==> src/rtl/keypad_scanner_pkg.sv <==
// keypad_scanner_pkg: shared types, widths and frame classifier for the keypad scanner
package keypad_scanner_pkg;
  localparam int KEY_CODE_W = 4;
  typedef enum logic [1:0] {
    IDLE       = 2'd0,
    PRESS_DB   = 2'd1,
    HELD       = 2'd2,
    RELEASE_DB = 2'd3
  } state_t;
  typedef enum logic [1:0] {
    CLS_NONE   = 2'd0,
    CLS_SINGLE = 2'd1,
    CLS_MULTI  = 2'd2
  } frame_cls_t;
  typedef struct packed {
    frame_cls_t            cls;
    logic [KEY_CODE_W-1:0] code;
  } frame_info_t;
  // Frame bit index is row*4+col, so the index of a lone set bit is the key code.
  function automatic frame_info_t classify(input logic [15:0] f);
    frame_info_t r;
    int n;
    r.code = '0;
    n = 0;
    for (int i = 0; i < 16; i++)
      if (f[i]) begin
        n++;
        r.code = KEY_CODE_W'(i);
      end
    r.cls = n == 0 ? CLS_NONE : n == 1 ? CLS_SINGLE : CLS_MULTI;
    return r;
  endfunction
endpackage

==> src/rtl/keypad_scanner_if.sv <==
// keypad_scanner_if: key event valid/ready port plus pressed/overrun status
import keypad_scanner_pkg::*;
interface keypad_scanner_if;
  logic                  key_valid;
  logic [KEY_CODE_W-1:0] key_code;
  logic                  key_ready;
  logic                  key_pressed;
  logic                  key_overrun;
  modport master(output key_valid, key_code, key_pressed, key_overrun, input key_ready);
  modport slave(input key_valid, key_code, key_pressed, key_overrun, output key_ready);
endinterface

==> src/rtl/keypad_scanner_debounce.sv <==
// keypad_scanner_debounce: per-frame classification and press/release debounce FSM
import keypad_scanner_pkg::*;
module keypad_scanner_debounce #(
  parameter int DEBOUNCE_FRAMES = 8
) (
  input  logic                  clk,
  input  logic                  rstn,
  input  logic [15:0]           frame_i,
  input  logic                  done_i,
  output logic                  emit_o,
  output logic [KEY_CODE_W-1:0] code_o,
  output logic                  pressed_o
);
  localparam int CW = $clog2(DEBOUNCE_FRAMES + 1);
  localparam logic [CW-1:0] CNT_MAX = CW'(DEBOUNCE_FRAMES);
  state_t                state_q, state_d;
  logic [CW-1:0]         cnt_q, cnt_d, cnt_inc;
  logic [KEY_CODE_W-1:0] cand_q, cand_d;
  logic                  emit_q, emit_d;
  frame_info_t           info;
  assign info    = classify(frame_i);
  assign cnt_inc = cnt_q == CNT_MAX ? cnt_q : cnt_q + CW'(1);
  assign emit_o  = emit_q;
  assign code_o  = cand_q;
  // State, frame counter, candidate code and registered emit strobe
  always_ff @(posedge clk)
    if (!rstn) begin
      state_q <= IDLE;
      cnt_q   <= '0;
      cand_q  <= '0;
      emit_q  <= 1'b0;
    end else begin
      state_q <= state_d;
      cnt_q   <= cnt_d;
      cand_q  <= cand_d;
      emit_q  <= emit_d;
    end
  // Next state, advanced only on a completed frame
  always_comb begin
    state_d = state_q;
    cnt_d   = cnt_q;
    cand_d  = cand_q;
    emit_d  = 1'b0;
    if (done_i)
      case (state_q)
        IDLE:
          if (info.cls == CLS_SINGLE) begin
            cand_d  = info.code;
            cnt_d   = CW'(1);
            state_d = PRESS_DB;
          end
        PRESS_DB:
          if (info.cls == CLS_SINGLE && info.code == cand_q) begin
            cnt_d = cnt_inc;
            if (cnt_inc == CNT_MAX) begin
              state_d = HELD;
              emit_d  = 1'b1;
            end
          end else state_d = IDLE;
        HELD:
          if (info.cls == CLS_NONE) begin
            cnt_d   = CW'(1);
            state_d = RELEASE_DB;
          end
        default:
          if (info.cls == CLS_NONE) begin
            cnt_d = cnt_inc;
            if (cnt_inc == CNT_MAX) state_d = IDLE;
          end else state_d = HELD;
      endcase
  end
  // A key counts as held until its release has been debounced
  always_comb begin
    pressed_o = state_q == HELD || state_q == RELEASE_DB;
  end
endmodule

==> src/rtl/keypad_scanner.sv <==
// keypad_scanner: column scan, row sync, frame capture and one-entry key event register
import keypad_scanner_pkg::*;
module keypad_scanner #(
  parameter int SCAN_DIV        = 1000,
  parameter int DEBOUNCE_FRAMES = 8
) (
  input  logic              clk,
  input  logic              rstn,
  input  logic [3:0]        keypad_row,
  output logic [3:0]        keypad_col,
  keypad_scanner_if.master  key_if
);
  localparam int PW = $clog2(SCAN_DIV);
  logic [3:0]            sync1_q, sync2_q;
  logic [PW-1:0]         pre_q;
  logic [1:0]            col_q;
  logic [15:0]           frame_q, frame_d;
  logic                  done_q, tick, emit;
  logic [KEY_CODE_W-1:0] db_code, code_q;
  logic                  valid_q, overrun_q;
  assign tick       = pre_q == PW'(SCAN_DIV - 1);
  assign keypad_col = ~(4'b0001 << col_q);
  // Latch each row of the current column into its row*4+col frame bit on the tick
  always_comb begin
    frame_d = frame_q;
    for (int r = 0; r < 4; r++)
      if (tick) frame_d[{r[1:0], col_q}] = sync2_q[r];
  end
  // Synchronizer (inverted so 1 = pressed), prescaler, column index, frame and frame-done strobe
  always_ff @(posedge clk)
    if (!rstn) begin
      sync1_q <= '0;
      sync2_q <= '0;
      pre_q   <= '0;
      col_q   <= '0;
      frame_q <= '0;
      done_q  <= 1'b0;
    end else begin
      sync1_q <= ~keypad_row;
      sync2_q <= sync1_q;
      pre_q   <= tick ? '0 : pre_q + PW'(1);
      col_q   <= col_q + 2'(tick);
      frame_q <= frame_d;
      done_q  <= tick && col_q == 2'd3;
    end
  keypad_scanner_debounce #(.DEBOUNCE_FRAMES(DEBOUNCE_FRAMES)) u_db (
    .clk      (clk),
    .rstn     (rstn),
    .frame_i  (frame_q),
    .done_i   (done_q),
    .emit_o   (emit),
    .code_o   (db_code),
    .pressed_o(key_if.key_pressed)
  );
  // Holding register: a new event replaces the old one only if the old one leaves this cycle
  always_ff @(posedge clk)
    if (!rstn) begin
      valid_q   <= 1'b0;
      code_q    <= '0;
      overrun_q <= 1'b0;
    end else if (emit) begin
      if (!valid_q || key_if.key_ready) begin
        valid_q   <= 1'b1;
        code_q    <= db_code;
        overrun_q <= 1'b0;
      end else overrun_q <= 1'b1;
    end else if (valid_q && key_if.key_ready) begin
      valid_q   <= 1'b0;
      overrun_q <= 1'b0;
    end
  assign key_if.key_valid   = valid_q;
  assign key_if.key_code    = code_q;
  assign key_if.key_overrun = overrun_q;
endmodule
==> src/flat_wrapper.sv <==
// flat-port wrapper written by rule: the top's interface ports become plain ports
module keypad_scanner_flat 
#(
  parameter int SCAN_DIV        = 1000,
  parameter int DEBOUNCE_FRAMES = 8
)
  (clk, rstn, keypad_row, keypad_col, key_if_key_valid, key_if_key_code, key_if_key_pressed, key_if_key_overrun, key_if_key_ready);
  keypad_scanner_if key_if_i ();
  input  logic clk;
  input  logic rstn;
  input  logic [3:0] keypad_row;
  output logic [3:0] keypad_col;
  output wire logic [$bits(key_if_i.key_valid)-1:0] key_if_key_valid;
  output wire logic [$bits(key_if_i.key_code)-1:0] key_if_key_code;
  output wire logic [$bits(key_if_i.key_pressed)-1:0] key_if_key_pressed;
  output wire logic [$bits(key_if_i.key_overrun)-1:0] key_if_key_overrun;
  input wire logic [$bits(key_if_i.key_ready)-1:0] key_if_key_ready;
  assign key_if_key_valid = key_if_i.key_valid;
  assign key_if_key_code = key_if_i.key_code;
  assign key_if_key_pressed = key_if_i.key_pressed;
  assign key_if_key_overrun = key_if_i.key_overrun;
  assign key_if_i.key_ready = key_if_key_ready;
  keypad_scanner #(.SCAN_DIV(SCAN_DIV), .DEBOUNCE_FRAMES(DEBOUNCE_FRAMES)) u_core (.clk(clk), .rstn(rstn), .keypad_row(keypad_row), .keypad_col(keypad_col), .key_if(key_if_i));
endmodule
==> config.mk <==
export PLATFORM = sky130hd
export DESIGN_NAME = keypad_scanner_flat
export DESIGN_NICKNAME = d
export VERILOG_FILES = /design/src/rtl/keypad_scanner_pkg.sv /design/src/rtl/keypad_scanner_if.sv /design/src/rtl/keypad_scanner_debounce.sv /design/src/rtl/keypad_scanner.sv /design/src/flat_wrapper.sv
export SDC_FILE = /design/constraint.sdc
export NUM_CORES = 1
export LEC_CHECK = 0
export CAP_MARGIN = 20
export CORE_AREA = 2 2 101 122
export CTS_BUF_LIST = sky130_fd_sc_hd__clkbuf_16
export CTS_CLUSTER_DIAMETER = 200
export DETAILED_ROUTE_END_ITERATION = 10
export DIE_AREA = 0 0 103 124
export MAX_ROUTING_LAYER = met4
export SETUP_SLACK_MARGIN = 0.4
export SLEW_MARGIN = 20
export SYNTH_ARGS = -nofsm -noshare
export SYNTH_HDL_FRONTEND = slang
export SYNTH_SLANG_ARGS = --single-unit
export TNS_END_PERCENT = 5
==> constraint.sdc <==
create_clock -name clk -period 11.7 [get_ports clk]
set_input_delay 1.755 -clock clk [delete_from_list [all_inputs] [get_ports clk]]
set_output_delay 1.755 -clock clk [all_outputs]
set_load 0.03 [all_outputs]
==> flow_summary.yaml <==
critical_path:
  cp_slowest_cell: "or4_4"
  crit_fanout: 8
  worstPathArrival_ps: 10570
  cpPeakStageDelay_ps: 550
  start_kind: "register"
  cp_top_family: "adder cells"
  path_depth: 49
  critPathBufInv: 4
  cp_common_cell: "ha_1"
  cp.required_ps: 11940
  end_kind: "register"
  critPathKind: "register to register"
  rr_worst_depth: 49
global_route:
  grt_overflow: 0
  grt_max_degree: 22
  grt_antenna_before_repair: 0
  grt_pass1_vias: 3602
  grt_pass1_wl_um: 16700
  grt_util_all_layers_pct: 16.5
clock_network:
  path_clk_slew_ps: 80
  cts_setup_buffers: 0
  cts_buffers: 5
  clock-root-buffer: "clkbuf_16"
  clkLatencyLatePin_ps: 290
  cts_tree: "done"
  clock_path_buffers: 2
  cts.htree.levels: 2
  clock-sinks: 54
yosys:
  ys_warn_count: 0
  synthArstFlopShare_pct: 0
  netlist_top_cells_area: "dfxtp_1 24%, mux2i_1 7.3%, ha_1 6.4%, xnor2_1 6.0%, nor2_1 5.6%"
  ys_types: 75
  ys_seq_area_share_pct: 23.9
  synth_fp_nets: 574
  synth-edff-count: 0
  synth.top_cell.area_share_pct: 23.9
  netlist_area_um2: 4520
  avgSynthCellArea_um2: 8.31
  syn_inst: 544
  synth_seq_cells: 54
  synth_ff_type: "dfxtp_1"
  synth_top_area_cell: "dfxtp_1"
floorplanning:
  io_pins: 18
  die_area_um2: 12800
  core.rowCount: 43
  fp.dieW_um: 103
  initial_utilization_pct: 39.3
  die_y_um: 124
  coreArea_um2: 11500
power_and_ir_drop:
  irDropWorstVdd_mv: 0.126
  power.internal_uw: 272
  pwr-share-seq_pct: 53.9
  p_switching_uw: 76.1
  p_total_uw: 348
  power_density_nw_per_um2: 70.3
  p_clk_share_pct: 43.6
  power_switching_share_pct: 21.9
  combPwrFrac_pct: 2.5
  power_leakage_uw: 0.00202
timing:
  fin_crit_ps: 10330
  slew_violations: 0
  fin_setup_tns_ps: 0
  fin_crit_sh_pct: 88.3
  finClkSkew_ps: 9.47
  finalHoldViolCount: 0
  slew_headroom_pct: 47.0
  finalSetupViolCount: 0
  tightestPinTransition_ps: 775
  rsz0062_at_grt: "false"
  max_freq_mhz: 96.8
routing:
  first_pass_iters: 4
  via_count: 3794
  ant_nets: 0
  via_per_inst: 5.40
  wl_per_cell_um: 13.8
  routed_wl_um: 9680
  drtIter0Drc: 155
  drcViolationCount: 0
final_layout:
  multi_input_area_um2: 3260
  final-seq-area_um2: 1080
  area_delta_synth_final_pct: 9.46
  diodes: 0
  nets: 575
  final_layout_size_suffix_gt1_share_pct: 7.14
  nFillCells: 1190
placement:
  dp_hpwl_um: 7460
  gp_congestion: 0.849
  port_buffers: 17
job:
  cap_violations: 0
worst_hold_path:
  hp-class: "register to register"
  hold_depth: 1
outcome:
  status: "completed"
-- cell families after synthesis --
family	after synthesis	share of synthesized area, %
AND/OR/NAND/NOR	228	25.4
flip-flops	54	23.9
buffers and inverters	45	4.15
multiplexers	38	8.80
adder cells (fa/ha/maj)	23	6.36
AO/OA/AOI/OAI	91	14.9
XOR/XNOR	65	16.5
-- power groups by stage --
stage / clock [uW] / sequential, uW / combinational (uW)
floorplan: 0 / 191 / 5.18
global placement: 0 / 192 / 8.65
detailed placement: 0 / 192 / 8.83
CTS: 156 / 187 / 8.87
global route: 164 / 188 / 9.67
finish: 152 / 187 / 8.70
-- what timing repair did --
item                                    4_1_cts  5_1_grt
endpoints found under the setup margin        0       10
gates resized for setup                       0        2
hold endpoints to repair                      0        0
hold buffers                                  0        0
-- per-stage QoR --
step                      utilization, %  area (um^2)  instances  hold WS (ps)  setup slack, ps
after detailed placement            41.6         4790        695           417             1280
after CTS                           42.9         4940        703           432             1220
final                               43.0         4950        703           428             1370
after floorplan                        -         4520        544           412             2180
after global routing                43.0         4950        703           447              454
after global placement              41.6         4790        695           416             1610
-- flip-flops by register name, summed over array words and instances, names as in the netlist --
register / cells
u_core.u_db.state_q: 2
u_core.key_if.key_valid: 1
u_core.frame_q: 16
u_core.pre_q: 10
u_core.key_if.key_overrun: 1
u_core.sync2_q: 4
u_core.done_q: 1
u_core.u_db.cnt_q: 4
u_core.key_if.key_code: 4
u_core.sync1_q: 4
u_core.u_db.code_o: 4
u_core.u_db.emit_o: 1
u_core.col_q: 2
-- layout by cell type, fill, tap and decap left out, types with 3 or more instances in the layout --
master and instances:
o211ai_1 10, inv_1 20, xnor2_1 31, o21ai_0 11, xor2_1 19, or3_1 8, dfxtp_1 54, clkbuf_16 5
clkdlybuf4s50_1 17, xor2_2 4, mux2i_1 32, nand3_1 26, o31ai_1 4, nor2b_1 3, nand4b_1 3, or2_2 6
ha_1 23, mux2_2 4, nor2_1 67, a21oi_1 16, o22ai_1 3, nand2b_1 8, nand2_1 53, and2_1 11
o211a_1 3, a211oi_1 7, xnor3_1 5, nor4_1 3, o21bai_1 5, and3_1 5, nor3_1 14, nor3b_1 3
nand3b_1 4
-- synthesized netlist by cell type, drive strengths merged (3+ instances only) --
cell,n
or3,8
nand4b,3
a21oi,17
xnor2,33
o31ai,4
nand2,53
xnor3,6
nand3b,4
and2,11
dfxtp,54
o211a,3
o21ai,13
mux2,4
and3,5
nor3b,3
nor2b,3
nor3,14
ha,23
nand3,27
buf,7
xor2,24
nor4,4
mux2i,33
or3b,3
or2,7
clkbuf,17
a31oi,3
a211oi,8
o21bai,5
inv,20
o22ai,3
nand2b,8
nor2,67
o211ai,10
-- worst paths after layout --
kind                                                startpoint                           endpoint  slack (ps)
worst max-delay path            u_core.frame_q[1]$_SDFFE_PN0P_  u_core.u_db.cnt_q[3]$_SDFFE_PN0P_        1370
worst min-delay path              u_core.sync1_q[0]$_SDFF_PN0_       u_core.sync2_q[0]$_SDFF_PN0_         430
worst max register to register  u_core.frame_q[1]$_SDFFE_PN0P_  u_core.u_db.cnt_q[3]$_SDFFE_PN0P_        1370
worst min register to register    u_core.sync1_q[0]$_SDFF_PN0_       u_core.sync2_q[0]$_SDFF_PN0_         430
-- per-layer routing --
| metal | share of wire (%) | track usage (%) | vias up | wire length (um) |
|---|---|---|---|---|
| met4 | 1.4 | 4.85 | 0 | 131 |
| met1 | 45 | 20.2 | 1793 | 4370 |
| li1 | - | - | 1925 | - |
| met3 | 2.2 | 1.63 | 14 | 212 |
| met5 | 0 | - | - | 0 |
| met2 | 51 | 28.7 | 62 | 4960 |
-- layout make-up --
class | instances | area share (%)
clock buffers | 5 | 2.53
clock inverters | 3 | 0.581
inverters | 21 | 1.59
multi-input cells | 445 | 65.9
flip-flops and latches | 54 | 21.8
well taps | 157 | 3.97
repair buffers | 18 | 3.59
-- worst register-to-register path, delay by kind of cell (launching register included) --
| kind | cells | cell delay (ps) |
|---|---|---|
| buffers and inverters | 4 | 330 |
| DFF | 1 | 380 |
| xor gates and xnor gates | 2 | 370 |
| and+or+nand+nor | 14 | 1940 |
| adders and majority gates | 14 | 4160 |
| muxes | 5 | 1260 |
| AOI/OAI and AO/OA | 10 | 1860 |
(Power assumes the default switching activity.)
